[src/rtl/ls74157_arbiter.sv]
// Two-requester arbiter for a shared ls74157 quad 2:1 mux: drives select/enable_n,
// inserts one dead cycle between owners, rotates priority and bounds hold time.
module ls74157_arbiter #(
  parameter int unsigned MAX_HOLD = 8
) (
  input  logic       clk,
  input  logic       reset,
  input  logic       req_a,
  input  logic       req_b,
  output logic       gnt_a,
  output logic       gnt_b,
  output logic       select,
  output logic       enable_n,
  output logic       busy,
  output logic [2:0] dbg_state_o
);

  // Handshake: a requester holds req high for the whole transfer, drives the bus
  // only while its grant is high, and stops on the same edge it drops req.
  typedef enum logic [2:0] {
    S_IDLE   = 3'd0,
    S_TURN_A = 3'd1,
    S_TURN_B = 3'd2,
    S_OWN_A  = 3'd3,
    S_OWN_B  = 3'd4
  } state_t;

  localparam logic       PREEMPT_EN = (MAX_HOLD != 0);
  localparam logic [7:0] HOLD_LAST  = (MAX_HOLD == 0) ? 8'd0 : 8'(MAX_HOLD - 1);

  state_t     state_q, state_d;
  logic [7:0] hold_q, hold_d;
  logic       ptr_q, ptr_d;
  logic       gnt_a_q, gnt_a_d;
  logic       gnt_b_q, gnt_b_d;
  logic       select_q, select_d;
  logic       enable_n_q, enable_n_d;
  logic       busy_q, busy_d;
  logic       hold_expired;

  // The counter keeps running past the limit, so a late contender still preempts.
  assign hold_expired = PREEMPT_EN && ((hold_q == HOLD_LAST) || (hold_q > HOLD_LAST));

  always_ff @(posedge clk or posedge reset) begin
    if (reset) begin
      state_q    <= S_IDLE;
      hold_q     <= 8'd0;
      ptr_q      <= 1'b0;
      gnt_a_q    <= 1'b0;
      gnt_b_q    <= 1'b0;
      select_q   <= 1'b0;
      enable_n_q <= 1'b1;
      busy_q     <= 1'b0;
    end else begin
      state_q    <= state_d;
      hold_q     <= hold_d;
      ptr_q      <= ptr_d;
      gnt_a_q    <= gnt_a_d;
      gnt_b_q    <= gnt_b_d;
      select_q   <= select_d;
      enable_n_q <= enable_n_d;
      busy_q     <= busy_d;
    end
  end

  always_comb begin
    state_d = state_q;
    case (state_q)
      S_IDLE: begin
        if (req_a && req_b) state_d = ptr_q ? S_TURN_B : S_TURN_A;
        else if (req_a)     state_d = S_TURN_A;
        else if (req_b)     state_d = S_TURN_B;
      end
      S_TURN_A: begin
        if (req_a)      state_d = S_OWN_A;
        else if (req_b) state_d = S_TURN_B;
        else            state_d = S_IDLE;
      end
      S_TURN_B: begin
        if (req_b)      state_d = S_OWN_B;
        else if (req_a) state_d = S_TURN_A;
        else            state_d = S_IDLE;
      end
      S_OWN_A: begin
        if (!req_a)                     state_d = req_b ? S_TURN_B : S_IDLE;
        else if (hold_expired && req_b) state_d = S_TURN_B;
      end
      S_OWN_B: begin
        if (!req_b)                     state_d = req_a ? S_TURN_A : S_IDLE;
        else if (hold_expired && req_a) state_d = S_TURN_A;
      end
      default: state_d = S_IDLE;
    endcase

    // Entering ownership restarts the hold count and hands priority to the other side.
    hold_d = hold_q;
    ptr_d  = ptr_q;
    if (state_d == S_OWN_A && state_q != S_OWN_A) begin
      hold_d = 8'd0;
      ptr_d  = 1'b1;
    end else if (state_d == S_OWN_B && state_q != S_OWN_B) begin
      hold_d = 8'd0;
      ptr_d  = 1'b0;
    end else if (state_d == state_q && (state_q == S_OWN_A || state_q == S_OWN_B)
                 && hold_q != 8'hFF) begin
      hold_d = hold_q + 8'd1;
    end
  end

  // Outputs are decoded from the next state and registered; select only moves
  // in TURN states, where the mux is already disabled.
  always_comb begin
    gnt_a_d    = 1'b0;
    gnt_b_d    = 1'b0;
    select_d   = select_q;
    enable_n_d = 1'b1;
    busy_d     = (state_d != S_IDLE);
    case (state_d)
      S_TURN_A: select_d = 1'b0;
      S_TURN_B: select_d = 1'b1;
      S_OWN_A: begin
        gnt_a_d    = 1'b1;
        select_d   = 1'b0;
        enable_n_d = 1'b0;
      end
      S_OWN_B: begin
        gnt_b_d    = 1'b1;
        select_d   = 1'b1;
        enable_n_d = 1'b0;
      end
      default: ;
    endcase
  end

  assign gnt_a       = gnt_a_q;
  assign gnt_b       = gnt_b_q;
  assign select      = select_q;
  assign enable_n    = enable_n_q;
  assign busy        = busy_q;
  assign dbg_state_o = state_q;

endmodule

[config.mk]
export PLATFORM = sky130hd
export DESIGN_NAME = ls74157_arbiter
export DESIGN_NICKNAME = d
export VERILOG_FILES = /design/src/rtl/ls74157_arbiter.sv
export SDC_FILE = /design/constraint.sdc
export NUM_CORES = 1
export LEC_CHECK = 0
export CELL_PAD_IN_SITES_DETAIL_PLACEMENT = 1
export CELL_PAD_IN_SITES_GLOBAL_PLACEMENT = 1
export CORE_ASPECT_RATIO = 1.5
export CORE_MARGIN = 2
export CORE_UTILIZATION = 37
export CTS_CLUSTER_SIZE = 30
export DETAILED_ROUTE_END_ITERATION = 8
export PLACE_DENSITY = 0.84
export SYNTH_ARGS = -nofsm -noshare
export SYNTH_HDL_FRONTEND = slang
export SYNTH_SLANG_ARGS = --single-unit
[constraint.sdc]
create_clock -name clk -period 2 [get_ports clk]
set_input_delay 0.2 -clock clk [delete_from_list [all_inputs] [get_ports clk]]
set_output_delay 0.2 -clock clk [all_outputs]
set_load 0.02 [all_outputs]
Yosys cells after proc, flatten, opt, wreduce, memory -nomap -nowiden
Cells that the tools add are included.

cells by class
  add/subtract/negate cells = 1
  $lt $le $gt $ge = 1
  equality and inequality tests = 13
  muxes and demuxes = 22
  reductions and logical operators = 17

operator list
  kind                                                                             count
  3-bit two-way mux                                                                8
  8-bit two-way mux                                                                3
  3-bit one-hot mux with 5 select lines                                            1
  3-bit by 2-bit == test with 1-bit output, second input constant                  4
  8-bit by 1-bit adder with 8-bit output, second input constant                    1
  8-bit by 3-bit == test with 1-bit output, second input constant                  1
  8-bit by 3-bit greater-than comparator with 1-bit output, second input constant  1
  8-bit inequality test, second input constant                                     1
  1-bit logical AND                                                                7
  3-bit by 1-bit == test with 1-bit output, second input constant                  2
  3-bit == test, second input constant                                             2
  1-bit two-way mux                                                                6
  2-bit two-way mux                                                                3
  3-bit nonzero test                                                               2
  2-bit OR reduction                                                               3
  2-bit nonzero test                                                               2
  3-bit == test                                                                    1
  3-bit logical NOT                                                                1
  3-bit by 2-bit inequality test with 1-bit output, second input constant          1
  3-bit inequality test, second input constant                                     1
  1-bit logical OR                                                                 2
  1-bit one-hot mux with 2 select lines                                            1

word-level totals
  flip-flop bits (word level) = 17

Longest topological paths before layout
  depth after elaboration = 12
  depth in mapped cells = 6
  depth with buffers taken out = 5

Least setup slack after synthesis
OpenSTA, ideal clock, no wires.

  kind = register to register
  start point = register hold_q[0]
  end point = register hold_q[0]
  setup time = 135 ps
  data arrival time = 1,885 ps
  slack = -19 ps
  cell stages (with the launch flop) = 6
  path buffers = 0
  cells stage by stage = dfrtp_1 > ha_1 > a211o_1 > or3_1 > a311oi_4 > o21ai_1

between the ends
  cells in the longest elaborated chain, start to end = 10
  elaborated cells on any way between the ends = 23

ends and longest elaborated chain
  what                                                                                                                  RTL line  source
  start, declared                                                                                                       32        logic [7:0] hold_q, hold_d;
  start signal, assigned                                                                                                56        hold_q <= hold_d;
  8-bit by 3-bit greater-than comparator with 1-bit output or 8-bit by 3-bit == test with 1-bit output (tied branches)  42        assign hold_expired = PREEMPT_EN && ((hold_q == HOLD_LAST) || (hold_q > HOLD_LAST));
  1-bit logical OR                                                                                                      42
  1-bit logical AND (on tied branches)                                                                                  90, 86
  3-bit two-way mux (on tied branches)                                                                                  90, 86
  3-bit two-way mux (on tied branches)                                                                                  89, 85
  3-bit one-hot mux with 5 select lines                                                                                 68        case (state_q)
  3-bit == test (on tied branches)                                                                                      101, 104
  1-bit logical AND (on tied branches)                                                                                  101, 104
  8-bit two-way mux or 1-bit logical AND (tied branches)                                                                101, 105
  8-bit two-way mux or 3-bit nonzero test (tied branches)                                                               --

Parallel ways exist; a longest one is shown, timed or not. The select of a mux whose other input is x is not followed.
A chain may end at the register's enable or synchronous reset.

Worst setup path in the final report
  start point = register hold_q[0]
  end point = register hold_q[2]

The elaborated chain is that of the path after synthesis.

==> metrics.txt <==
CP Data Arrival Time=2120 ps; fill count=290; Area Overhead vs Synth=38.55%; area share of the largest cell type after synthesis=0.4005; switching share of total power=0.4095; critical path, cell by cell=ha_2, a211o_4, or3_4, a311oi_4, buf_6, a2111oi_0; syn_area_per_cell=9.801 um2; CTS Buf Count=3; Die Span Y=67.66 um; Sum Neg Setup Slack=0 ps; cells after synthesis=102; worst min path class=primary input to async pin; H-tree Lvls=1; Req. time, crit path=2130 ps; Port Buffers=11; Die Area=3142 um2; clk sink count=17; Yosys cell types=46; CTS tree=built; Peak VDD IR=695.5 uV; Initial Utilization=0.3817; initial antenna violation count=0; critical path class=register to register; dominant synthesized flop cell=dfrtp_1; first-pass GRT wire length=5202 um; Final nets=136; pin count of the biggest net entering global routing=18; final core utilization=0.5289; dpl hpwl=2338 um; CP top delay family=compound AO/OA/AOI/OAI gates; Leak=0.5662 nW; synth top area cells=dfrtp_1 40%, a21oi_1 5.0%, a311oi_4 2.6%; gpl congestion=0.8444; core footprint=2619 um2; reg-to-reg slack, setup=10 ps; vias in the first global route=1075; Slew Viols, Final=0; clock root buffer=clkbuf_8; Via density=5.832; P_int=0.9754 mW; NetSw=0.6763 mW; syn nets=107; outcome=completed; Crit path buffers/inverters=1; antenna viol nets, final=0; Max stage delay on crit path=410 ps; Max Fclk=503.4 MHz; commonest non-fill, non-tap cell in the layout=buf_4; Total GRT Usage=0.2354; die span in x=46.44 um; drt pass-1 iters=5; routed wire length=3245 um; Worst Setup End Kind=register; post-route minimum period=1987 ps; share of post-route cells with drive strength above 1=0.2923; most frequent cells in the layout=18 x buf_4, 16 x dfrtp_1, 11 x clkdlybuf4s50_1; YS warnings=0; Synth Cell Area=999.7 um2; Power Density=1192 nW/um2; max-cap viol count=0; GRT overflow=0; worst-skew pair later-pin latency=260 ps; Post-synth ARST share=1.000; Setup Skew=1.931 ps; clock buffer depth=2; Final Hold Fails=0; clock-pin slew on the worst setup and hold paths=70 ps; RSZ-0062 raised after global routing=yes; DR vias=974; total power=1.652 mW; IO Pins=12; final-report setup violation count=0; startpoint type of the worst setup path=register; DRC=0; Worst Tran Pin Value=688.9 ps; setup ws final=13.39 ps; Reg power frac=0.316; dpl ws=-143.6 ps; Rows=23; combinational power share=0.516; slowest CP cell=or3_4; flop and latch count out of synthesis=17; initial drt markers=28; CTS hold repair buffers=0; Slew headroom=0.5402; cell taking the most area after synthesis=dfrtp_1; register area share after synthesis=0.4268; area post-placement=1256 um2; Post-synth EDFFs=0; Final Instance Area=1385 um2; Crit Path Max Fanout=8; period utilisation layout=0.9933; clock network fraction of total power=0.168; ant diodes=0; routed length per instance=19.43 um
==> what timing repair did <==
item / in CTS / in global routing
buffers inserted: 0 / 1
setup endpoints to repair: 13 / 13
cloned: 0 / 0
resized for setup: 6 / 8
pin swaps: 2 / 1
==> power groups by stage <==
stage	registers, mW	logic (mW)	clock network [mW]
after floorplan	0.573	0.389	0
after global placement	0.517	0.736	0
after detailed placement	0.526	0.777	0
after CTS	0.520	0.807	0.284
after global routing	0.529	0.919	0.294
final	0.522	0.853	0.277
==> cell type report <==
type                            instances  area [um2]  area share
Multi-Input combinational cell         74       588.1      0.4246
Sequential cell                        17       426.7      0.3080
Timing Repair Buffer                   30       256.5      0.1852
Tap cell                               37       46.29     0.03342
Clock buffer                            3       41.29     0.02981
Inverter                                5       18.77     0.01355
Clock inverter                          1       7.507    0.005420
==> state kept, by name, summed over array words and instances, names as in the netlist <==
register,flops
busy,1
hold_q,8
gnt_b,1
dbg_state_o,3
gnt_a,1
select,1
ptr_q,1
enable_n,1
==> synth_stat cells (3+ instances only) <==
master	count
buf_2	4
or4_1	3
nor2_1	5
inv_1	5
and3_1	3
nand3_1	3
nand2_1	3
o21ai_0	4
or3_1	3
dfrtp_1	16
o31ai_1	3
a21oi_1	10
==> logic make-up after synthesis <==
group / Yosys count / synth area share
AO/OA/AOI/OAI: 38 / 0.2804
XOR/XNOR: 1 / 0.008763
adder cells (fa/ha/maj): 1 / 0.01251
buffers and inverters: 11 / 0.05382
flip-flops: 17 / 0.4268
AND/OR/NAND/NOR: 34 / 0.2178
==> stage by stage <==
| step | instances | hold WS (ps) |
|---|---|---|
| 4_1_cts | 166 | 368.0 |
| 6_report | 167 | 348.2 |
| 3_3_place_gp | 162 | 522.8 |
| 3_5_place_dp | 162 | 536.8 |
| 2_1_floorplan | 102 | 125.3 |
| 5_1_grt | 167 | 438.1 |
==> path summary, 6_finish.rpt <==
| check | startpoint | end | cells after the start |
|---|---|---|---|
| worst max register to register | hold_q[0]$_DFFE_PP0P_ | hold_q[2]$_DFFE_PP0P_ | 6 |
| worst max-delay path | hold_q[0]$_DFFE_PP0P_ | hold_q[2]$_DFFE_PP0P_ | 6 |
| min in group clk | select$_DFFE_PP0P_ | select$_DFFE_PP0P_ | 2 |
| worst min-delay path | reset | dbg_state_o[0]$_DFF_PP0_ | 2 |
| max in group asynchronous | reset | hold_q[7]$_DFFE_PP0P_ | 2 |
| worst min register to register | select$_DFFE_PP0P_ | select$_DFFE_PP0P_ | 2 |
==> layer usage <==
layer	share of wire	up-vias	global-route usage	routed length, um
met5	0	-	0	0
met1	0.35	486	0.2525	1136
met2	0.59	31	0.4358	1912
met3	0.033	7	0.04011	106
met4	0.027	0	0.08929	89
li1	-	450	-	-
Note: power is estimated with default switching activity, not from simulation.
